**config.mk**
```make
export PLATFORM = sky130hd
export DESIGN_NAME = div_tick_ctrl_flat
export DESIGN_NICKNAME = d
export VERILOG_FILES = /design/src/rtl/div_pkg.sv /design/src/rtl/div_tick_ctrl_if.sv /design/src/rtl/div_counter.sv /design/src/rtl/div_tick_ctrl.sv /design/src/flat_wrapper.sv
export SDC_FILE = /design/constraint.sdc
export NUM_CORES = 1
export LEC_CHECK = 0
export ABC_AREA = 1
export CAP_MARGIN = 20
export CORE_UTILIZATION = 27
export CTS_BUF_LIST = sky130_fd_sc_hd__clkbuf_4 sky130_fd_sc_hd__clkbuf_8 sky130_fd_sc_hd__clkbuf_16
export DETAILED_ROUTE_END_ITERATION = 7
export DONT_BUFFER_PORTS = 1
export PLACE_DENSITY = 0.47
export SLEW_MARGIN = 5
export SYNTH_ARGS = -nofsm -noshare
export SYNTH_HDL_FRONTEND = slang
export SYNTH_SLANG_ARGS = --single-unit
```
**constraint.sdc**
```tcl
create_clock -name clk -period 5.7 [get_ports clk]
set_input_delay 0.855 -clock clk [delete_from_list [all_inputs] [get_ports clk]]
set_output_delay 0.855 -clock clk [all_outputs]
set_load 0.02 [all_outputs]
```
**src/rtl/div_pkg.sv**
```systemverilog
// Shared types and constants for the clock-division tick controller.
// Holds the controller state encoding and the divide-ratio clamp.
package div_pkg;

    localparam int CNT_W   = 27;
    localparam int DIV_MIN = 2;

    typedef enum logic [1:0] {
        IDLE,
        RUN,
        STEP
    } state_t;

    function automatic logic [CNT_W-1:0] clamp_div(
        input logic [CNT_W-1:0] d
    );
        return (d < CNT_W'(DIV_MIN)) ? CNT_W'(DIV_MIN) : d;
    endfunction

endpackage

```
**src/rtl/div_tick_ctrl_if.sv**
```systemverilog
// Divide-ratio configuration handshake (valid/ready).
// The master offers a ratio; the slave accepts it when ready is high.
interface div_tick_ctrl_if import div_pkg::*; ();

    logic             cfg_valid;
    logic [CNT_W-1:0] cfg_div;
    logic             cfg_ready;

    modport master (
        output cfg_valid,
        output cfg_div,
        input  cfg_ready
    );

    modport slave (
        input  cfg_valid,
        input  cfg_div,
        output cfg_ready
    );

endinterface

```
**src/rtl/div_counter.sv**
```systemverilog
// Terminal-count counter: counts 0..div-1 while enabled, wraps to 0.
// term flags the last count of the current period.
module div_counter import div_pkg::*; (
    input  logic             clk,
    input  logic             rst_n,
    input  logic             en,
    input  logic             clr,
    input  logic [CNT_W-1:0] div,
    output logic [CNT_W-1:0] cnt,
    output logic             term
);

    logic [CNT_W-1:0] r_cnt;

    assign term = (r_cnt == div - CNT_W'(1));
    assign cnt  = r_cnt;

    always_ff @(posedge clk or negedge rst_n) begin
        if (!rst_n) begin
            r_cnt <= '0;
        end else if (clr) begin
            r_cnt <= '0;
        end else if (en) begin
            r_cnt <= term ? '0 : r_cnt + CNT_W'(1);
        end
    end

endmodule

```
**src/rtl/div_tick_ctrl.sv**
```systemverilog
// Run/stop/single-step controller producing a tick enable and slow clock.
// Ratio updates are staged and only take effect on period boundaries.
module div_tick_ctrl import div_pkg::*; #(
    parameter logic [CNT_W-1:0] DEF_DIV = 27'd50_000_000
) (
    input  logic            clk,
    input  logic            rst_n,
    input  logic            start,
    input  logic            stop,
    input  logic            step,
    div_tick_ctrl_if.slave  cfg,
    output logic            tick,
    output logic            clk_out,
    output logic            running
);

    state_t           r_state;
    state_t           w_next;
    logic             r_tick;
    logic             r_clk_out;
    logic             r_pend_vld;
    logic [CNT_W-1:0] r_div;
    logic [CNT_W-1:0] r_pend;
    logic [CNT_W-1:0] w_cnt;
    logic [CNT_W-1:0] w_cfg_d;
    logic             w_term;
    logic             w_active;
    logic             w_xfer;
    logic             w_fire;
    logic             w_to_idle;

    assign w_active  = (r_state != IDLE);
    assign w_xfer    = cfg.cfg_valid && !r_pend_vld;
    assign w_cfg_d   = clamp_div(cfg.cfg_div);
    assign w_fire    = w_active && w_term && !stop;
    assign w_to_idle = w_active && (stop || (r_state == STEP && w_term));

    div_counter u_cnt (
        .clk   (clk),
        .rst_n (rst_n),
        .en    (w_active),
        .clr   (!w_active || stop),
        .div   (r_div),
        .cnt   (w_cnt),
        .term  (w_term)
    );

    always_ff @(posedge clk or negedge rst_n) begin
        if (!rst_n) begin
            r_state <= IDLE;
        end else begin
            r_state <= w_next;
        end
    end

    always_comb begin
        w_next = r_state;
        unique case (r_state)
            IDLE: begin
                if (stop)       w_next = IDLE;
                else if (start) w_next = RUN;
                else if (step)  w_next = STEP;
            end
            RUN: begin
                if (stop) w_next = IDLE;
            end
            STEP: begin
                if (stop || w_term) w_next = IDLE;
            end
            default: w_next = IDLE;
        endcase
    end

    // A ratio arriving as we drop back to IDLE is applied directly,
    // otherwise it would sit pending with nothing to retire it.
    always_ff @(posedge clk or negedge rst_n) begin
        if (!rst_n) begin
            r_tick     <= 1'b0;
            r_clk_out  <= 1'b0;
            r_div      <= DEF_DIV;
            r_pend     <= '0;
            r_pend_vld <= 1'b0;
        end else begin
            r_tick <= w_fire;
            if (w_fire) r_clk_out <= ~r_clk_out;
            if (!w_active) begin
                if (w_xfer) r_div <= w_cfg_d;
            end else if (w_to_idle) begin
                if (w_xfer)          r_div <= w_cfg_d;
                else if (r_pend_vld) r_div <= r_pend;
                r_pend_vld <= 1'b0;
            end else begin
                if (w_term && r_pend_vld) begin
                    r_div      <= r_pend;
                    r_pend_vld <= 1'b0;
                end
                if (w_xfer) begin
                    r_pend     <= w_cfg_d;
                    r_pend_vld <= 1'b1;
                end
            end
        end
    end

    assign cfg.cfg_ready = !r_pend_vld;
    assign tick          = r_tick;
    assign clk_out       = r_clk_out;
    assign running       = w_active;

    cnt_in_range: assert property (
        @(posedge clk) disable iff (!rst_n) w_cnt < r_div
    );

endmodule

```
**src/flat_wrapper.sv**
```systemverilog
// flat-port wrapper written by rule: the top's interface ports become plain ports
module div_tick_ctrl_flat import div_pkg::*;
#(
    parameter logic [CNT_W-1:0] DEF_DIV = 27'd50_000_000
)
  (clk, rst_n, start, stop, step, tick, clk_out, running, cfg_cfg_valid, cfg_cfg_div, cfg_cfg_ready);
  div_tick_ctrl_if cfg_i ();
  input  logic clk;
  input  logic rst_n;
  input  logic start;
  input  logic stop;
  input  logic step;
  output logic tick;
  output logic clk_out;
  output logic running;
  input wire logic [$bits(cfg_i.cfg_valid)-1:0] cfg_cfg_valid;
  input wire logic [$bits(cfg_i.cfg_div)-1:0] cfg_cfg_div;
  output wire logic [$bits(cfg_i.cfg_ready)-1:0] cfg_cfg_ready;
  assign cfg_i.cfg_valid = cfg_cfg_valid;
  assign cfg_i.cfg_div = cfg_cfg_div;
  assign cfg_cfg_ready = cfg_i.cfg_ready;
  div_tick_ctrl #(.DEF_DIV(DEF_DIV)) u_core (.clk(clk), .rst_n(rst_n), .start(start), .stop(stop), .step(step), .cfg(cfg_i), .tick(tick), .clk_out(clk_out), .running(running));
endmodule
```
---- After elaboration in Yosys (flattened, before gate mapping) ----
Index checks and enable logic that the tools add are counted.
storage, ports and cells
  bits in registers ....................... 86
  latch bits .............................. 0
  memory bits (writable) .................. 0
  memory bits (read-only) ................. 0
  input bits .............................. 33
  output and inout bits ................... 4
  word-level logic and storage cells ...... 60
  memories kept ........................... 0
cells by class
  add/sub/neg operators ................... 2
  multipliers ............................. 0
  div/mod/pow operators ................... 0
  $lt $le $gt $ge ......................... 1
  eq/ne operators ......................... 8
  shift-type cells ........................ 0
  muxes and demuxes ....................... 19
  bitwise gates (word level) .............. 2
  reductions and logical operators ........ 21
operators by type and width
  cell                                                         number
  two-way mux 27 bit                                           10
  adder 27 x 1 -> 27 bit, second input constant                1
  == test 27 bit                                               1
  less-than comparator 27 x 2 -> 1 bit, second input constant  1
  subtractor 27 x 1 -> 27 bit, second input constant           1
  two-way mux 2 bit                                            5
  AND reduction 3 bit                                          3
  logical AND 1 bit                                            6
  case mux 2 bit (3 select lines)                              1
  nonzero test 2 bit                                           3
  inequality test 2 bit, second input constant                 2
  inequality test 4 bit, second input constant                 1
  zero test 1 bit                                              3
  logical OR 1 bit                                             3
  two-way mux 1 bit                                            3
  inequality test 3 x 1 -> 1 bit, second input constant        1
  inequality test 3 bit, second input constant                 1
  nonzero test 3 bit                                           1
  == test 2 x 1 -> 1 bit, second input constant                1
  == test 2 bit, second input constant                         1
  zero test 2 bit                                              1
  NOT 1 bit                                                    2
  AND reduction 2 bit                                          1

---- Longest topological paths before layout ----
Gate-level depths: netlist (run 1).
  word-level depth ........................ 7
  gate-level depth with buffers ........... 20
  depth with buffers taken out ............ 19

---- Modules after synthesis ----
From an unflattened synthesis (run 1), not the netlist that was laid out.
unflattened totals
  cells, all modules ...................... 879
  area, all modules ....................... 6,175.9 µm²
by module, submodules not included
  module         instances  cells each  area an instance (µm²)  sequential area each (µm²)
  div_counter    1          539         3,260.6                 675.6
  div_tick_ctrl  1          340         2,915.3                 1,491.4

---- Worst setup path before layout (run 1) ----
Ideal clock, no wire load.
  path type ............................... register -> register
  start point ............................. register u_core.r_div[0]
  end point ............................... register u_core.r_div[16]
  setup time .............................. 0.117 ns
  arrival ................................. 2.271 ns
  data required time ...................... 5.583 ns
  path slack .............................. 3.311 ns
  cell stages (with the launch flop) ...... 19
  buffers on the path ..................... 1
  clock period less this slack ............ 2.389 ns
  cells stage by stage .................... dfrtp_1 -> inv_1 -> ha_1 -> nand2_2 -> nor2_4 -> nand3_1 -> nand2_1 -> nand2_1 -> a21oi_1 -> nand2_1 -> nor2_2 -> nand4_2 -> nand2_2 -> nand2_1 -> nand2_4 -> inv_4 -> buf_4 -> nand3_1 -> nand2_1
between the ends
  cells in the longest elaborated chain, start to end .. 7
  elaborated cells on any way between the ends .. 11
  those cells by class .................... add/sub (1); eq/ne (3); mux (2); reduce/logical (5)
ends and longest elaborated chain
  what                                                                               RTL line             RTL
  start, declared                                                                    div_tick_ctrl.sv:22  logic [CNT_W-1:0] r_div;
  start signal, assigned                                                             div_tick_ctrl.sv:87  if (w_xfer) r_div <= w_cfg_d;
  start signal, assigned                                                             div_tick_ctrl.sv:89  if (w_xfer) r_div <= w_cfg_d;
  start signal, assigned                                                             div_tick_ctrl.sv:90  else if (r_pend_vld) r_div <= r_pend;
  subtractor 27 x 1 -> 27 bit (*)                                                    div_counter.sv:15    assign term = (r_cnt == div - CNT_W'(1));
  == test 27 bit (*)                                                                 div_counter.sv:15
  logical AND 1 bit                                                                  div_tick_ctrl.sv:36  assign w_to_idle = w_active && (stop || (r_state == STEP && w_term));
  logical OR 1 bit                                                                   div_tick_ctrl.sv:36
  logical AND 1 bit                                                                  div_tick_ctrl.sv:36
  inequality test 3 x 1 -> 1 bit (no source line), or another cell as far along      -
  AND reduction 3 bit (no source line) / two-way mux 27 bit (equally long branches)  -
Every way passes the cells marked *; elsewhere a longest branch is shown, timed or not.
A chain may end at the register's enable or synchronous reset.

---- Worst setup path after layout (run 1) ----
  start point ............................. register u_core.r_div[0]
  end point ............................... register u_core.r_div[18]
The elaborated chain is that of the path after synthesis.

==> summary.md, run 1 <==
| Metric | Value |
|---|---|
| Slew Viols, Final | `0` |
| Final WL | `15.2 mm` |
| Mapped cell area | `around 0.0056 mm²` |
| Skew final | `8.71 ps` |
| Root buf cell | `clkbuf_16` |
| Crit path max-delay cell type | `nand2_2` |
| Post-synth EDFFs | `0` |
| CP bufs+invs | `2` |
| Global-route wire length before repair | `25.6 mm` |
| Crit path DAT | `3700 ps` |
| Outcome | `finished clean` |
| CP Max Fanout | `29` |
| Via count | `4877` |
| Share of cells above drive strength 1 | `8.95%` |
| Critical Path, Cell by Cell | `inv_1, ha_1, nand2_2, nor2_2, nand3_1, nand2_1, nand2_1, nor2_1, nand2_1, nor2_2, nand4_2, nand2_2, nand2_1, nand2_4, inv_4, nand3_1, nand2_1` |
| Area delta synth->final | `9.18%` |
| Hold_buf cts | `0` |
| # resized after CTS | `0` |
| Count of different cell masters after synthesis | `36` |
| Power density over the cells | `approximately 440 mW/mm²` |
| DIE AREA | `0.0214 mm²` |
| Final Cycle Share | `60.5%` |
| GRT overflow | `0` |
| Nets | `about 800` |
| RSZ-0062 raised after global routing | `false` |
| Critical Path RT | `5950 ps` |
| Fin. Hold Viols | `0` |
| Endpoints failing setup | `0` |
| Core area | `0.0204 mm²` |
| Async S/R FF share, synth | `100%` |
| Avg Inst Size Synth | `7.05 µm²` |
| Via density | `between 4 and 5` |
| P_leak | `2.91 nW` |
| # DRC | `0` |
| Max_cap viols | `0` |
| Most used cell, CP | `nand2_1` |
| Syn Inst Count | `798` |
| Dpl hpwl | `approximately 11 mm` |
| Register area share after synthesis | `roughly two fifths` |
| Buffer count from post-CTS setup fixing | `0` |
| R2r startpoint | `u_core.r_div[0]` |
| Maximum vdd drop | `roughly 0.21 mV` |
| Min cycle time layout | `3450 ps` |
| GRT Total Usage | `15.2%` |
| Post-synth net total | `833` |
| # port buffers | `0` |
| Tightest Pin Transition | `866 ps` |
| DIE HEIGHT | `between 100 and 150 µm` |
| Pin count of the biggest net entering global routing | `87` |
| Peak Freq | `approximately 0.29 GHz` |
| Yosys warnings | `0` |
| # rows | `52` |
| Initial Utilization | `27.6%` |
| Io pins | `37` |
| GPL Wtd Cong | `0.847` |
| Max-slew headroom | `42.1%` |
| Yosys reg bits | `86` |
| Capturing element type of the critical path | `register` |
| Vias in the first global route | `between 4000 and 5000` |
| CTS tree | `built` |
| 1st-iter DRT viols | `243` |
| Diode count | `0` |
| Drt first pass iters | `4` |
| Crit path launch | `u_core.r_div[0]` |
| Crit path launch type | `register` |
| DRT antenna net count | `0` |
| Tot Pwr | `roughly 2.7 mW` |
| Drt wl/cell | `14.3 µm` |
| # clock sinks | `86` |
| Crit Path Category | `reg -> reg` |
| Hold Path Class | `in -> async` |
| Clock transition at path regs | `~70 ps` |
| Initial antenna violation count | `0` |
| Critical path's largest stage delay | `460 ps` |
| Maximum clock path buffer count | `2` |
| Most used DFF post-synth | `dfrtp_1` |
| TritonCTS Buffers | `9` |
| Die W | `146 µm` |
| Final setup TNS | `0 ps` |
| CTS HTree Levels | `3` |
| CP delay by family, top | `simple AND/OR/NAND/NOR gates` |
| Worst-Skew Late Latency | `360 ps` |
==> synthesized netlist by cell type (all sizes together) (2+ instances only) <==
cell	n	share of area (%)
o21ai	35	3.1
nor3	18	1.6
dfrtp	74	33
xor2	25	3.9
nand3	100	9.0
and2	2	0.22
a21oi	6	0.53
or2	6	0.67
dfstp	12	5.6
nor4	5	0.56
nand2	226	16
nor3b	2	0.27
nand3b	7	0.93
o21a	2	0.27
ha	2	0.44
xnor2	20	3.1
nand4	22	2.6
nor2	101	8.0
buf	15	1.9
clkbuf	6	0.42
inv	109	7.3
==> power breakdown <==
part / leakage [nW] / switching [mW] / internal (mW)
clock network: 0.149 / 0.269 / 0.354
logic: 1.67 / 0.674 / 0.369
registers: 1.09 / 0.226 / 0.838
==> layout make-up <==
| cell class | instances | area, µm² |
|---|---|---|
| clock inverters | 6 | 68.8 |
| clock buffers | 10 | 239 |
| multi-input cells | 582 | 2920 |
| inverters | 109 | 412 |
| well taps | 270 | 338 |
| fillers | 2204 | 14200 |
| flip-flops and latches | 86 | 2170 |
==> worst paths after layout <==
check	cells past startpoint	slack [ps]	endpoint
min in group clk	2	480	u_core.r_pend[26]
setup / recovery	17	2250	u_core.r_div[18]
max in group asynchronous	0	5280	u_core.r_div[25]
setup reg to reg	17	2250	u_core.r_div[18]
hold / removal	0	200	u_core.r_state[1]
hold reg to reg	2	480	u_core.r_pend[26]
==> state kept, by name, summed over array words and instances, names as in the netlist <==
register           cells
u_core.clk_out         1
u_core.r_state         2
u_core.r_pend_vld      1
u_core.tick            1
u_core.u_cnt.cnt      27
u_core.r_pend         27
u_core.r_div          27
==> logic make-up (layout without fill, tap and decap cells) <==
family	after synthesis	after routing	synth area share [%]
AND/OR/NAND/NOR	489	489	40.2
XOR/XNOR	45	45	7.00
flip-flops	86	86	38.5
buffers and inverters	130	125	9.60
adder cells (fa/ha/maj)	2	2	0.445
AO/OA/AOI/OAI	46	46	4.29
==> cell usage in the layout, fill, tap and decap left out, types with 7 or more instances in the layout <==
cell / n
nand3_1: 99
xnor2_1: 20
clkbuf_16: 9
nand2_1: 206
dfrtp_1: 74
nor3_1: 18
nand2_2: 16
dfstp_2: 12
nor2_2: 8
nand4_1: 21
nor2_1: 87
inv_1: 108
xor2_1: 25
nand3b_1: 7
o21ai_0: 34
==> metal layers <==
layer	routed length [µm]	share of wire (%)	GRT usage, %	vias up
met3	598	3.9	3.28	18
met4	235	1.5	4.27	0
li1	-	-	-	2514
met5	0	0	0	-
met1	7600	50	21.6	2263
met2	6790	45	23.2	82
==> per-stage QoR <==
step | std cells | setup slack, ps | cell area (µm²) | hold WS (ps) | utilization [%]
global route | 1063 | 1910 | 6140 | 174 | 30.2
floorplan | 798 | 3310 | 5630 | 442 | -
global placement | 1047 | 2310 | 5840 | 457 | 28.7
finish | 1063 | 2250 | 6140 | 196 | 30.2
detailed placement | 1047 | 2230 | 5840 | 467 | 28.7
CTS | 1063 | 2220 | 6140 | 180 | 30.2
No activity file was read; power rests on OpenSTA's default activity.
==> run 2, diff against run 1 <==
==> constraint.sdc (replaced) <==
create_clock -name clk -period 3.3 [get_ports clk]
set_input_delay 0.495 -clock clk [delete_from_list [all_inputs] [get_ports clk]]
set_output_delay 0.495 -clock clk [all_outputs]
set_load 0.02 [all_outputs]
==> run 2 against run 1 <==
Compared with the run above:
- sequential power is 73% higher
- fmax is 21% higher
- sequential cell count stayed put
==> summary.md, run 2 (synthesized netlist as in run 1, its figures left out) <==
| Metric | Value |
|---|---|
| Drt wl/cell | `14.4 µm` |
| Area delta synth->final | `10.5%` |
| Drt first pass iters | `4` |
| # rows | `52` |
| Via count | `4833` |
| CP Max Fanout | `27` |
| Leading cell type in the layout, fill and taps excluded | `nand2_1` |
| Hold_buf cts | `2` |
| Critical Path RT | `~3600 ps` |
| Slew Viols, Final | `0` |
| Max-slew headroom | `roughly 58%` |
| CTS HTree Levels | `3` |
| Fin. Hold Viols | `0` |
| Tot Pwr | `4.75 mW` |
| Final setup TNS | `0 ps` |
| Most used cell, CP | `nand2_1` |
| Min cycle time layout | `2850 ps` |
| Crit path DAT | `3090 ps` |
| Core area | `0.0204 mm²` |
| Root buf cell | `clkbuf_16` |
| Die W | `between 100 and 150 µm` |
| Endpoints failing setup | `0` |
| Pin count of the biggest net entering global routing | `78` |
| Crit path max-delay cell type | `dfrtp_1` |
| Global-route wire length before repair | `25.8 mm` |
| Critical Path, Cell by Cell | `inv_1, ha_1, nand2_2, nor2_2, nand3b_1, nand2_1, nand2_1, nor2_1, nand2_1, nor2_2, nand4_2, nand2_2, buf_4, nand3_1, nand3_1, nand2_1` |
| CP delay by family, top | `simple AND/OR/NAND/NOR gates` |
| # port buffers | `0` |
| DRT antenna net count | `0` |
| Fillers | `between 2000 and 2500` |
| DIE HEIGHT | `146 µm` |
| # DRC | `0` |
| Final WL | `15.4 mm` |
| # clock sinks | `86` |
| # resized after CTS | `0` |
| Share of cells above drive strength 1 | `9.51%` |
| Crit Path Category | `reg -> reg` |
| Final Cycle Share | `86.3%` |
| Dpl hpwl | `11.5 mm` |
| GRT Total Usage | `between 10% and 20%` |
| P_leak | `about 2.9 nW` |
| Outcome | `finished clean` |
| Post-Place Cells | `around 1100` |
| Power density over the cells | `763 mW/mm²` |
| Final non-filler cell total | `between 1000 and 1500` |
| Nets | `829` |
| Tightest Pin Transition | `629 ps` |
| Initial antenna violation count | `0` |
| Max_cap viols | `0` |
| Maximum vdd drop | `~0.31 mV` |
| Peak Freq | `0.351 GHz` |
| Diode count | `0` |
| Maximum clock path buffer count | `2` |
| DIE AREA | `0.0214 mm²` |
| Register area | `0.00217 mm²` |
| Hold Path Class | `in -> async` |
| Worst-Skew Late Latency | `between 300 and 400 ps` |
| GPL Wtd Cong | `0.892` |
| GRT overflow | `0` |
| Min Hold Slack | `12.1 ps` |
| Via density | `between 4 and 5` |
| 1st-iter DRT viols | `roughly 260` |
| Vias in the first global route | `approximately 4800` |
| Initial Utilization | `27.6%` |
| Multi-input gate area | `between 0.002 and 0.003 mm²` |
| Critical path's largest stage delay | `about 410 ps` |
| Most frequent cells in the layout | `206 x nand2_1, 108 x inv_1, 99 x nand3_1` |
| CTS tree | `built` |
| Skew final | `13.6 ps` |
| TritonCTS Buffers | `9` |
| RSZ-0062 raised after global routing | `false` |
| Crit path launch type | `register` |
| CP bufs+invs | `2` |
| Clock transition at path regs | `about 70 ps` |
| Capturing element type of the critical path | `register` |
| Final Core Density | `roughly 30%` |
| Io pins | `37` |
| Buffer count from post-CTS setup fixing | `0` |
-- run 2: changes by cell type in the layout (fill, tap and decap cells not counted), sizes merged --
cell         before  now
inv             110  111
clkinv            3    0
dlygate4sd3       0    1
buf               0    5
clkinvlp          1    3
-- run 2: path summary, 6_finish.rpt --
check / startpoint / end / slack (ps) / depth (start not counted)
min in group clk: stop / u_core.r_state[0] / 190 / 1
hold / removal: rst_n / u_core.u_cnt.cnt[10] / 10 / 1
setup / recovery: u_core.r_div[0] / u_core.r_div[11] / 450 / 16
hold reg to reg: u_core.r_state[1] / u_core.r_state[0] / 470 / 1
max in group asynchronous: rst_n / u_core.r_div[22] / 2380 / 1
setup reg to reg: u_core.r_div[0] / u_core.r_div[11] / 450 / 16
-- run 2: metal layers --
metal  track usage, %  vias to the layer above  wire [µm]
li1                 -                     2524          -
met1             21.8                     2216       7870
met2             24.8                       82       6910
met3             2.59                       11        483
met4             4.06                        0        171
met5                0                        -          0
-- run 2: layout make-up --
class / count / area share, %
inverter: 109 / 6.62
timing repair buffer: 6 / 1.29
clock buffer: 10 / 3.74
tap: 270 / 5.43
sequential: 86 / 34.8
clock inverter: 6 / 1.13
multi-input combinational: 582 / 47.0
-- run 2: stage by stage --
stage / worst slack (ps) / area, µm²
floorplan: 911 / 5630
global placement: 461 / 5880
detailed placement: 456 / 5880
CTS: 449 / 6220
global route: 181 / 6220
finish: 451 / 6220
-- run 2: power breakdown --
part           switching, mW  internal (mW)  leakage [nW]
sequential             0.380           1.45          1.09
combinational           1.19          0.654          1.71
clock                  0.477          0.602         0.139
==> run 3, diff against run 2 <==
--- a/config.mk
+++ b/config.mk
@@ -12,7 +12,7 @@
 export DETAILED_ROUTE_END_ITERATION = 7
 export DONT_BUFFER_PORTS = 1
 export PLACE_DENSITY = 0.47
-export SLEW_MARGIN = 5
+export SLEW_MARGIN = 20
 export SYNTH_ARGS = -nofsm -noshare
 export SYNTH_HDL_FRONTEND = slang
 export SYNTH_SLANG_ARGS = --single-unit
==> results of run 3 <==
No change in the layout: final DEF, timing and power equal those of run 2.
